$ cat src/rtl/boot_pkg.sv
// Shared definitions for the serial boot loader.
//   boot_state_t   : loader FSM state encoding
//   MAGIC_DEFAULT  : default frame start byte
//   BYTES_PER_WORD : bytes packed into each RAM word
package boot_pkg;

    typedef enum logic [2:0] {
        ST_IDLE   = 3'd0,
        ST_LEN_LO = 3'd1,
        ST_LEN_HI = 3'd2,
        ST_DATA   = 3'd3,
        ST_WRITE  = 3'd4,
        ST_CSUM   = 3'd5,
        ST_DONE   = 3'd6,
        ST_ERR    = 3'd7
    } boot_state_t;

    localparam logic [7:0] MAGIC_DEFAULT  = 8'hA5;
    localparam int         BYTES_PER_WORD = 4;

endpackage

$ cat src/rtl/boot_loader.sv
// Serial boot loader. Pulls a framed image out of the UART RX FIFO,
// packs it little-endian into 32-bit words written from RAM word 0,
// verifies an 8-bit additive checksum and then releases the CPU.
//
// Frame: MAGIC, LEN_LO, LEN_HI, 4*N data bytes, checksum byte.
//
// state    | meaning
// ---------+-----------------------------------------------------
// IDLE     | hunting for MAGIC, other bytes discarded
// LEN_LO   | capture low byte of word count N
// LEN_HI   | capture high byte of N, range-check it
// DATA     | shift data bytes into the word register, sum them
// WRITE    | one-cycle RAM write of the assembled word
// CSUM     | compare received checksum with running sum
// DONE     | image verified, CPU released (terminal until reset)
// ERR      | frame rejected, waiting for the next MAGIC
//
// Ports:
//   i_clk        system clock
//   i_reset      synchronous active-low reset
//   i_rx_empty   RX FIFO empty
//   i_rx_data    RX FIFO head byte
//   o_rd_uart    RX FIFO pop strobe
//   o_ram_addr   RAM word address
//   o_ram_wdata  RAM write data
//   o_ram_we     RAM byte enables (all or none)
//   o_busy       loader owns RAM / UART read path
//   o_cpu_hold   CPU reset request
//   o_done       image loaded and verified (sticky)
//   o_err        last frame failed
module boot_loader
    import boot_pkg::*;
#(
    parameter int         ADDR_W = 11,
    parameter logic [7:0] MAGIC  = MAGIC_DEFAULT
) (
    input  logic              i_clk,
    input  logic              i_reset,
    input  logic              i_rx_empty,
    input  logic [7:0]        i_rx_data,
    output logic              o_rd_uart,
    output logic [ADDR_W-1:0] o_ram_addr,
    output logic [31:0]       o_ram_wdata,
    output logic [3:0]        o_ram_we,
    output logic              o_busy,
    output logic              o_cpu_hold,
    output logic              o_done,
    output logic              o_err
);

    // Largest legal image: 2**ADDR_W words.
    localparam logic [16:0] MAX_LEN = 17'(1) << ADDR_W;

    boot_state_t       r_state;
    boot_state_t       w_next;

    logic [15:0]       r_len;
    logic [ADDR_W:0]   r_word_cnt;
    logic [1:0]        r_byte_cnt;
    logic [31:0]       r_word;
    logic [7:0]        r_sum;

    logic              w_accept;
    logic              w_pop;
    logic              w_magic;
    logic [15:0]       w_len_n;
    logic [ADDR_W:0]   w_cnt_inc;
    logic              w_last_word;
    logic              w_last_byte;

    assign w_accept = (r_state == ST_IDLE)   || (r_state == ST_LEN_LO) ||
                      (r_state == ST_LEN_HI) || (r_state == ST_DATA)   ||
                      (r_state == ST_CSUM)   || (r_state == ST_ERR);
    assign w_pop       = w_accept && !i_rx_empty;
    assign w_magic     = (i_rx_data == MAGIC);
    assign w_len_n     = {i_rx_data, r_len[7:0]};
    assign w_cnt_inc   = r_word_cnt + {{ADDR_W{1'b0}}, 1'b1};
    assign w_last_word = (16'(w_cnt_inc) == r_len);
    assign w_last_byte = (r_byte_cnt == 2'(BYTES_PER_WORD - 1));

    // State register
    always_ff @(posedge i_clk) begin
        if (!i_reset) begin
            r_state <= ST_IDLE;
        end else begin
            r_state <= w_next;
        end
    end

    // Next-state logic
    always_comb begin
        w_next = r_state;
        case (r_state)
            ST_IDLE, ST_ERR: begin
                if (w_pop && w_magic) w_next = ST_LEN_LO;
            end
            ST_LEN_LO: begin
                if (w_pop) w_next = ST_LEN_HI;
            end
            ST_LEN_HI: begin
                if (w_pop) begin
                    if (w_len_n == 16'd0)             w_next = ST_DONE;
                    else if ({1'b0, w_len_n} > MAX_LEN) w_next = ST_ERR;
                    else                              w_next = ST_DATA;
                end
            end
            ST_DATA: begin
                if (w_pop && w_last_byte) w_next = ST_WRITE;
            end
            ST_WRITE: begin
                w_next = w_last_word ? ST_CSUM : ST_DATA;
            end
            ST_CSUM: begin
                if (w_pop) w_next = (i_rx_data == r_sum) ? ST_DONE : ST_ERR;
            end
            ST_DONE: begin
                w_next = ST_DONE;
            end
            default: w_next = ST_IDLE;
        endcase
    end

    // Datapath: length capture, byte packer, sum and word counter
    always_ff @(posedge i_clk) begin
        if (!i_reset) begin
            r_len      <= '0;
            r_word_cnt <= '0;
            r_byte_cnt <= '0;
            r_word     <= '0;
            r_sum      <= '0;
        end else begin
            case (r_state)
                ST_IDLE, ST_ERR: begin
                    if (w_pop && w_magic) begin
                        r_word_cnt <= '0;
                        r_byte_cnt <= '0;
                        r_sum      <= '0;
                    end
                end
                ST_LEN_LO: begin
                    if (w_pop) r_len[7:0] <= i_rx_data;
                end
                ST_LEN_HI: begin
                    if (w_pop) r_len[15:8] <= i_rx_data;
                end
                ST_DATA: begin
                    if (w_pop) begin
                        // Shift right so the first byte lands in [7:0] after four pops.
                        r_word     <= {i_rx_data, r_word[31:8]};
                        r_sum      <= r_sum + i_rx_data;
                        r_byte_cnt <= r_byte_cnt + 2'd1;
                    end
                end
                ST_WRITE: begin
                    r_word_cnt <= w_cnt_inc;
                    r_byte_cnt <= '0;
                end
                default: ;
            endcase
        end
    end

    // Outputs
    always_comb begin
        o_rd_uart   = w_pop;
        o_ram_addr  = r_word_cnt[ADDR_W-1:0];
        o_ram_wdata = r_word;
        o_ram_we    = 4'b0000;
        o_busy      = 1'b1;
        o_cpu_hold  = 1'b1;
        o_done      = 1'b0;
        o_err       = 1'b0;
        case (r_state)
            ST_WRITE: o_ram_we = 4'b1111;
            ST_DONE: begin
                o_busy     = 1'b0;
                o_cpu_hold = 1'b0;
                o_done     = 1'b1;
            end
            ST_ERR:   o_err = 1'b1;
            default: ;
        endcase
    end

endmodule

$ cat config.mk
export PLATFORM = sky130hd
export DESIGN_NAME = boot_loader
export DESIGN_NICKNAME = d
export VERILOG_FILES = /design/src/rtl/boot_pkg.sv /design/src/rtl/boot_loader.sv
export SDC_FILE = /design/constraint.sdc
export NUM_CORES = 1
export LEC_CHECK = 0
export BUFFER_PORTS_ARGS = -buffer_cell sky130_fd_sc_hd__buf_4
export CAP_MARGIN = 15
export CORE_MARGIN = 2
export CORE_UTILIZATION = 50
export DETAILED_ROUTE_END_ITERATION = 6
export PLACE_DENSITY = 0.72
export REMOVE_ABC_BUFFERS = 1
export SYNTH_ARGS = -nofsm -noshare
export SYNTH_HDL_FRONTEND = slang
export SYNTH_SLANG_ARGS = --single-unit
export TNS_END_PERCENT = 5
$ cat constraint.sdc
create_clock -name i_clk -period 2.28 [get_ports i_clk]
set_clock_uncertainty 0.1 [all_clocks]
set_input_delay 0 -clock i_clk [delete_from_list [all_inputs] [get_ports i_clk]]
set_output_delay 0 -clock i_clk [all_outputs]
set_load 0.005 [all_outputs]
==> impl_metrics.ini, run 1 <==
[status]
status = completed

[synth]
ys_seq_area_frac = 0.382
synth.cell_area_mm2 = 0.00383
ys_warn_count = 0
ys_top_cells_by_area = dfxtp_1 38%, nand2_1 12%, a21boi_0 9.6%
synth_cell_types = 54
yosysTopAreaCell = dfxtp_1
synth-seq-cells = 73
yosys.area.top_type_share = 0.382
async_flop_share = 0
yosysMostFrequentCell = nand2_1
avgSynthCellArea_um2 = 8.23
synthesis.instances = 465
synth_enable_flop_cells = 0
yosys-top-cells-count = 118 x nand2_1, 73 x dfxtp_1, 49 x a21boi_0
synth_flop_cell = dfxtp_1

[worst_setup_path]
cp_top_family = compound AO/OA/AOI/OAI gates
cp-end-kind = flip-flop
reg2reg_from = r_word_cnt[1]
critPathBufInv = 0
critPathLaunchType = flip-flop
path_cells = ha_1 > and3_2 > nand3_1 > nor3_1 > a31oi_1 > a2111oi_2 > a41o_1
slowest_delay_ns = 0.40
startpoint = r_word_cnt[1]
cp_max_fo = 7
arrival_ns = 2.32
slowest_stage = dfxtp_1
crit_required_ns = 2.48
path_class = flip-flop to flip-flop

[cts]
cts.sinks = 73
cts_root_buf = clkbuf_8
ctsResizeCount = 0
hold_buffers = 9
clk-insertion-delay-late_ns = 0.35
htree_levels = 3
path_clk_slew_ns = 0.09
cts_buffers = 9
cts_setup_buffers = 0
clock_path_buffers = 2
cts_tree = done

[global_route]
grt_pass1_wl_mm = 15.1
grt_max_degree = 40
antenna_found_initial = 0
grt_pass1_vias = 3097
grt_overflow_total = 0
grt.total_usage = 0.225

[routing]
drt-total-wl_mm = 9.31
drc = 0
vias_per_cell = 5.49
wl_per_cell_um = 15.0
initialDrtViolationCount = 149
antenna_left = 0
vias = 3408
firstDrtPassIters = 4

[timing]
min_period_ns = 2.12
final_max_slew_viol_count = 0
timing.fmax_mhz = 471
setup_viol = 0
finalHoldViolations = 0
min_period_over_period = 0.930
setup-tns-final_ns = 0
relSlewSlack = 0.586
worst_pin_slew_ns = 0.620
rsz0062_at_grt = no

[floorplan]
core_area_mm2 = 0.00733
ios = 63
dieArea_mm2 = 0.00837
initial_core_util = 0.522
row_count = 31
die_w_um = 91.5
die_h_um = 91.5

[pwr]
power.leakage_nw = 1.78
ir_drop_mv = 0.331
power.density_mw_per_mm2 = 585
total_power_mw = 2.69

[placed_design]
io_buffer_count = 62
gp_congestion = 0.872
dp_hpwl_mm = 6.17
dp.cells = 596

[flow_run]
maxCapViolCount = 0

[cells_and_area]
layout.nets = 538
final.fill_count = 640
diodes = 0
area_growth_pct = 20.3
drive_gt1_frac = 0.192
instances_no_fill = 621

[hold_path]
min-delay-start = i_rx_empty
min_path_type = input pin to flip-flop
[report_power, final]
part / switching, mW / internal (mW) / total [mW]
sequential: 0.0160 / 1.29 / 1.31
combinational: 0.148 / 0.110 / 0.258
clock: 0.514 / 0.616 / 1.13
total: 0.678 / 2.02 / 2.69
[final cells by class]
cell class	count	area, um^2	share of cell area
timing repair buffer	82	651	0.141
clock buffer	9	124	0.0269
multi-input combinational	344	2130	0.462
clock inverter	7	93.8	0.0204
tap	99	124	0.0269
inverter	7	26.3	0.00570
sequential	73	1460	0.317
[placed cells by master, fill, tap and decap left out, types with 3 or more instances in the layout]
| cell | instances |
|---|---|
| mux2i_1 | 6 |
| ha_1 | 9 |
| buf_4 | 72 |
| and3_1 | 3 |
| nor4_1 | 5 |
| inv_1 | 7 |
| o211ai_1 | 3 |
| a21boi_0 | 49 |
| nor3_1 | 9 |
| clkbuf_8 | 9 |
| nand3_1 | 7 |
| xnor2_1 | 15 |
| dfxtp_1 | 73 |
| a32o_1 | 3 |
| nand2_1 | 118 |
| nor2b_1 | 6 |
| nor2_1 | 19 |
| dlygate4sd3_1 | 9 |
| a21o_1 | 5 |
| a31oi_1 | 12 |
| o21ai_0 | 12 |
| nand4_1 | 4 |
| a21oi_1 | 11 |
| xor2_1 | 10 |
[routing by layer]
metal,global-route usage,share of wire,up-vias
met3,0.0340,0.065,15
met2,0.364,0.47,102
li1,-,-,1703
met1,0.303,0.45,1588
met5,0,0,-
met4,0.0846,0.015,0
[kinds of logic after synthesis]
| family | count (synthesis) | share of synthesized area |
|---|---|---|
| adders and majority gates | 10 | 0.0346 |
| DFF | 73 | 0.382 |
| and+or+nand+nor | 192 | 0.239 |
| muxes | 6 | 0.0157 |
| xor gates and xnor gates | 25 | 0.0572 |
| AOI/OAI and AO/OA | 111 | 0.207 |
| buffers and inverters | 48 | 0.0647 |
[flip-flops by register name (all words and copies together) (netlist names)]
register / flops
r_sum: 8
r_state: 3
r_byte_cnt: 2
o_ram_wdata: 32
r_word_cnt: 12
r_len: 16
[worst paths after layout]
check / cells past startpoint / endpoint / slack (ns)
worst max-delay path: 7 / r_state[2] / 0.16
worst min-delay path: 4 / r_state[0] / 0.03
worst max register to register: 7 / r_state[2] / 0.16
worst min register to register: 2 / o_ram_wdata[6] / 0.36
[tightest hold or removal path, cell delays in order]
cell and delay [ns]:
buf_4 0.18, nor2_1 0.07, nand2_1 0.06, o211a_1 0.13
[stage by stage]
step	area, um^2	hold WS [ns]	setup slack, ns	util
final	4610	0.0252	0.159	0.628
after global routing	4610	0.0491	0.00927	0.628
after CTS	4610	0.0142	0.178	0.628
after detailed placement	4300	0.223	0.207	0.586
after global placement	4300	0.218	0.275	0.586
after floorplan	3610	-0.0689	-0.510	-
No activity file was read; power rests on OpenSTA's default activity.
==> run 2, diff against run 1 <==
- CAP_MARGIN: 15 -> 0
- CORE_ASPECT_RATIO: default -> 0.5
==> impl_metrics.ini, run 2 (synthesized netlist as in run 1, its figures left out) <==
[worst_setup_path]
arrival_ns = 2.34
slowest_stage = dlygate4sd3_1
rr_endpoint = r_sum[7]
reg2reg_from = r_sum[1]
path_class = input pin to flip-flop
slowest_delay_ns = 0.54
critPathLaunchType = input pin
path_cells = dlygate4sd3_1 > buf_4 > ha_1 > a21oi_1 > o211ai_1 > o41ai_1 > xor2_1 > mux2i_1 > a21o_1
cp_max_fo = 7
cp-end-kind = flip-flop
r2r_setup_slack_ns = 0.19
rr_worst_depth = 7
crit_required_ns = 2.46

[global_route]
grt.total_usage = 0.231
grt_pass1_vias = 3090
grt_overflow_total = 0
grt_max_degree = 39
grt_pass1_wl_mm = 15.1
antenna_found_initial = 0

[pwr]
power.switching_mw = 0.734
intPower_mw = 2.16
swShare = 0.254
ir_drop_mv = 0.381
power.density_mw_per_mm2 = 620
power_frac_clock = 0.459
seqPwrFrac = 0.453
power.leakage_nw = 1.81
power_frac_comb = 0.088

[routing]
wl_met1_mm = 4.54
vias_per_cell = 5.37
wl_met2_mm = 3.98
firstDrtPassIters = 5
top_layer = met4
vias = 3325
wl_per_cell_um = 14.7
route.met3.wl_um = 536
antenna_left = 0
drt-total-wl_mm = 9.10
initialDrtViolationCount = 256
drc = 0

[timing]
min_period_over_period = 0.949
final_max_slew_viol_count = 0
rsz0062_at_grt = no
relSlewSlack = 0.649
timing.fmax_mhz = 462
min_period_ns = 2.16
worst_pin_slew_ns = 0.526
finalHoldViolations = 0
setup_viol = 0
timing.hold.ws_ns = 0.0716

[placed_design]
dp.cells = 594
dp_hpwl_mm = 6.35
gp_congestion = 0.878
dpl_cell_area_mm2 = 0.00429
io_buffer_count = 62

[cells_and_area]
instances_no_fill = 619
final_common_cell = nand2_1
area_growth_pct = 21.8
diodes = 0
drive_gt1_frac = 0.193
layout.nets = 539
layout_common_cells = 118 x nand2_1, 74 x buf_4, 73 x dfxtp_1
register_area_mm2 = 0.00146
multiInputGateArea_mm2 = 0.00213
fin_area_mm2 = 0.00466
largest_reg_flops = 32
final.fill_count = 681

[floorplan]
die_h_um = 65.9
ios = 63
dieArea_mm2 = 0.00842
initial_core_util = 0.519
row_count = 22
core_area_mm2 = 0.00738
die_w_um = 128

[hold_path]
hold-path-endpoint = r_state[0]
min-delay-start = i_rx_empty
holdPathStages = 4
min_path_type = input pin to flip-flop

[cts]
cts_setup_buffers = 0
cts_root_buf = clkbuf_16
clk-insertion-delay-late_ns = 0.33
cts_buffers = 9
cts_tree = done
path_clk_slew_ns = 0.06
ctsResizeCount = 0
htree_levels = 3
cts.sinks = 73
clock_path_buffers = 2

[flow_run]
maxCapViolCount = 0

[status]
status = completed
[run 2: changes by cell type in the layout (fill, tap and decap cells not counted), sizes merged]
| cell | before | now |
|---|---|---|
| inv | 8 | 12 |
| bufinv | 2 | 0 |
| clkinv | 2 | 0 |
| buf | 73 | 74 |
[run 2: area by class of cell]
class                      count  area share
clock inverter                 7      0.0126
sequential                    73       0.313
multi-input combinational    344       0.456
inverter                       7     0.00563
clock buffer                   9      0.0483
timing repair buffer          83       0.138
tap                           96      0.0258
[run 2: stage by stage]
stage / setup slack (ns) / utilization / setup TNS [ns] / total power, mW
after floorplan: -0.510 / - / -1.79 / 1.47
after global placement: 0.325 / 0.581 / 0 / 1.58
after detailed placement: 0.279 / 0.581 / 0 / 1.58
after CTS: 0.179 / 0.632 / 0 / 2.92
after global routing: 0.0105 / 0.632 / 0 / 3.01
final: 0.116 / 0.632 / 0 / 2.89
[run 2: worst max-delay path, delay by kind of cell]
family	cells	cell delay (ns)
AOI/OAI and AO/OA	4	0.87
xor gates and xnor gates	1	0.22
adders and majority gates	1	0.31
buffers and inverters	2	0.72
muxes	1	0.22
[run 2: how the worst max path moves through the flow]
stage	from	end	slack (ns)	cells after the start
2_1_floorplan	r_state[0]	r_sum[7]	-0.51	6
3_3_place_gp	r_word_cnt[3]	r_state[2]	0.33	6
3_5_place_dp	r_word_cnt[0]	r_state[2]	0.28	7
4_1_cts	i_rx_data[1]	r_sum[7]	0.18	9
5_1_grt	i_rx_data[1]	r_sum[7]	0.01	9
6_report	i_rx_data[1]	r_sum[7]	0.12	9
[run 2: routing by layer]
layer	track usage	up-vias
met2	0.355	96
met4	0.0701	0
met1	0.321	1511
met3	0.0583	4
li1	-	1714
met5	0	-
[run 2: power groups by stage]
stage	logic, mW	registers [mW]	clock network (mW)
2_1_floorplan	0.122	1.35	0
6_report	0.255	1.31	1.33
5_1_grt	0.278	1.31	1.42
4_1_cts	0.254	1.31	1.36
3_5_place_dp	0.241	1.34	0
3_3_place_gp	0.240	1.34	0
[run 2: repair_timing]
item                                    in CTS  in global routing
hold buffers                                 9                  0
endpoints found under the setup margin       0                  0
endpoints found under the hold margin       26                  0
==> run 3, diff against run 2 <==
- clock period: 2.28 -> 2.3 ns (I/O delays scaled with it)
==> impl_metrics.ini, run 3 (synthesized netlist as in run 1, its figures left out) <==
[hold_path]
min_path_type = input pin to flip-flop
min-delay-start = i_reset
holdPathStages = 2
hold-path-endpoint = r_word_cnt[9]

[worst_setup_path]
arrival_ns = 2.29
slowest_delay_ns = 0.47
path_cells = and4_2 > nand4_1 > xnor2_1 > o2111ai_1 > a2111oi_2 > a41o_1
reg2reg_from = r_word_cnt[3]
crit_required_ns = 2.48
slowest_stage = dfxtp_1
critPathLaunchType = flip-flop
rr_endpoint = r_state[2]
rr_worst_depth = 6
cp_top_family = compound AO/OA/AOI/OAI gates
cp-end-kind = flip-flop
r2r_setup_slack_ns = 0.20
path_class = flip-flop to flip-flop
cp_max_fo = 8
critPathBufInv = 0

[timing]
min_period_over_period = 0.915
worst_pin_slew_ns = 0.537
final_max_slew_viol_count = 0
timing.hold.ws_ns = 0.0369
relSlewSlack = 0.642
setup-tns-final_ns = 0
finalHoldViolations = 0
setup_viol = 0
rsz0062_at_grt = no
timing.fmax_mhz = 475
min_period_ns = 2.10

[cts]
htree_levels = 3
cts.sinks = 73
path_clk_slew_ns = 0.07
clk-insertion-delay-late_ns = 0.34
ctsResizeCount = 0
cts_tree = done
cts_root_buf = clkbuf_16
cts_buffers = 9
clock_path_buffers = 2

[cells_and_area]
layout_common_cells = 118 x nand2_1, 75 x buf_4, 73 x dfxtp_1
area_growth_pct = 21.7
largest_reg_flops = 32
final_common_cell = nand2_1
diodes = 0
layout.nets = 539
final_util = 0.632
instances_no_fill = 619
drive_gt1_frac = 0.195

[pwr]
total_power_mw = 2.89
power.leakage_nw = 1.81
power.density_mw_per_mm2 = 620
ir_drop_mv = 0.388

[floorplan]
core_area_mm2 = 0.00738
ios = 63
die_h_um = 65.9
initial_core_util = 0.519
row_count = 22
dieArea_mm2 = 0.00842
die_w_um = 128

[routing]
vias = 3362
initialDrtViolationCount = 286
firstDrtPassIters = 5
antenna_left = 0
drc = 0
vias_per_cell = 5.43
wl_per_cell_um = 15.0
drt-total-wl_mm = 9.27

[status]
status = completed

[placed_design]
io_buffer_count = 62
gp_congestion = 0.904
dp.cells = 595
dp_hpwl_mm = 6.39

[global_route]
grt_pass1_wl_mm = 15.2
grt_max_degree = 46
grt_overflow_total = 0
grt.total_usage = 0.233
grt_pass1_vias = 3029
antenna_found_initial = 0

[flow_run]
maxCapViolCount = 0
[run 3: cell count changes in the layout (fill, tap and decap cells not counted)]
cell           delta
dlygate4sd3_1     -1
buf_4             +1
[run 3: worst max-delay path by stage]
stage	to	from	depth (start not counted)	slack (ns)
2_1_floorplan	r_sum[7]	r_state[0]	6	-0.49
3_3_place_gp	r_state[2]	r_word_cnt[1]	7	0.27
3_5_place_dp	r_state[1]	r_word_cnt[3]	6	0.21
4_1_cts	r_state[2]	r_word_cnt[2]	6	0.19
5_1_grt	r_state[2]	r_word_cnt[1]	7	0.01
6_report	r_state[2]	r_word_cnt[3]	6	0.20
[run 3: area by class of cell]
class / instances / area (um^2)
flip-flops and latches: 73 / 1460
inverters: 7 / 26.3
multi-input cells: 344 / 2130
clock inverters: 7 / 58.8
repair buffers: 83 / 643
fillers: 657 / 2720
clock buffers: 9 / 225
well taps: 96 / 120
[run 3: through the flow]
step	instance area [um^2]	setup WS, ns
final	4660	0.196
after global routing	4660	0.0111
after CTS	4660	0.185
after detailed placement	4300	0.207
after global placement	4300	0.273
after floorplan	3610	-0.490
[run 3: worst reg2reg max path, cell delays in order, from the launching register on]
cell	delay, ns
dfxtp_1	0.47
and4_2	0.32
nand4_1	0.20
xnor2_1	0.24
o2111ai_1	0.17
a2111oi_2	0.33
a41o_1	0.22
[run 3: power breakdown]
| part | internal, mW | switching, mW | total, mW |
|---|---|---|---|
| combinational | 0.109 | 0.147 | 0.256 |
| clock | 0.749 | 0.586 | 1.33 |
| sequential | 1.28 | 0.0179 | 1.30 |
| total | 2.14 | 0.751 | 2.89 |
[run 3: per-layer routing]
metal,global-route usage,part of all wire,wire [um]
met3,0.0655,0.057,526
met4,0.0659,0.013,117
met5,0,0,0
met2,0.355,0.43,4010
met1,0.323,0.50,4610
[run 3: repair_timing]
action                                 CTS  global route
hold buffers                             8             0
endpoints found under the hold margin   24             0
buffers inserted                         0             0
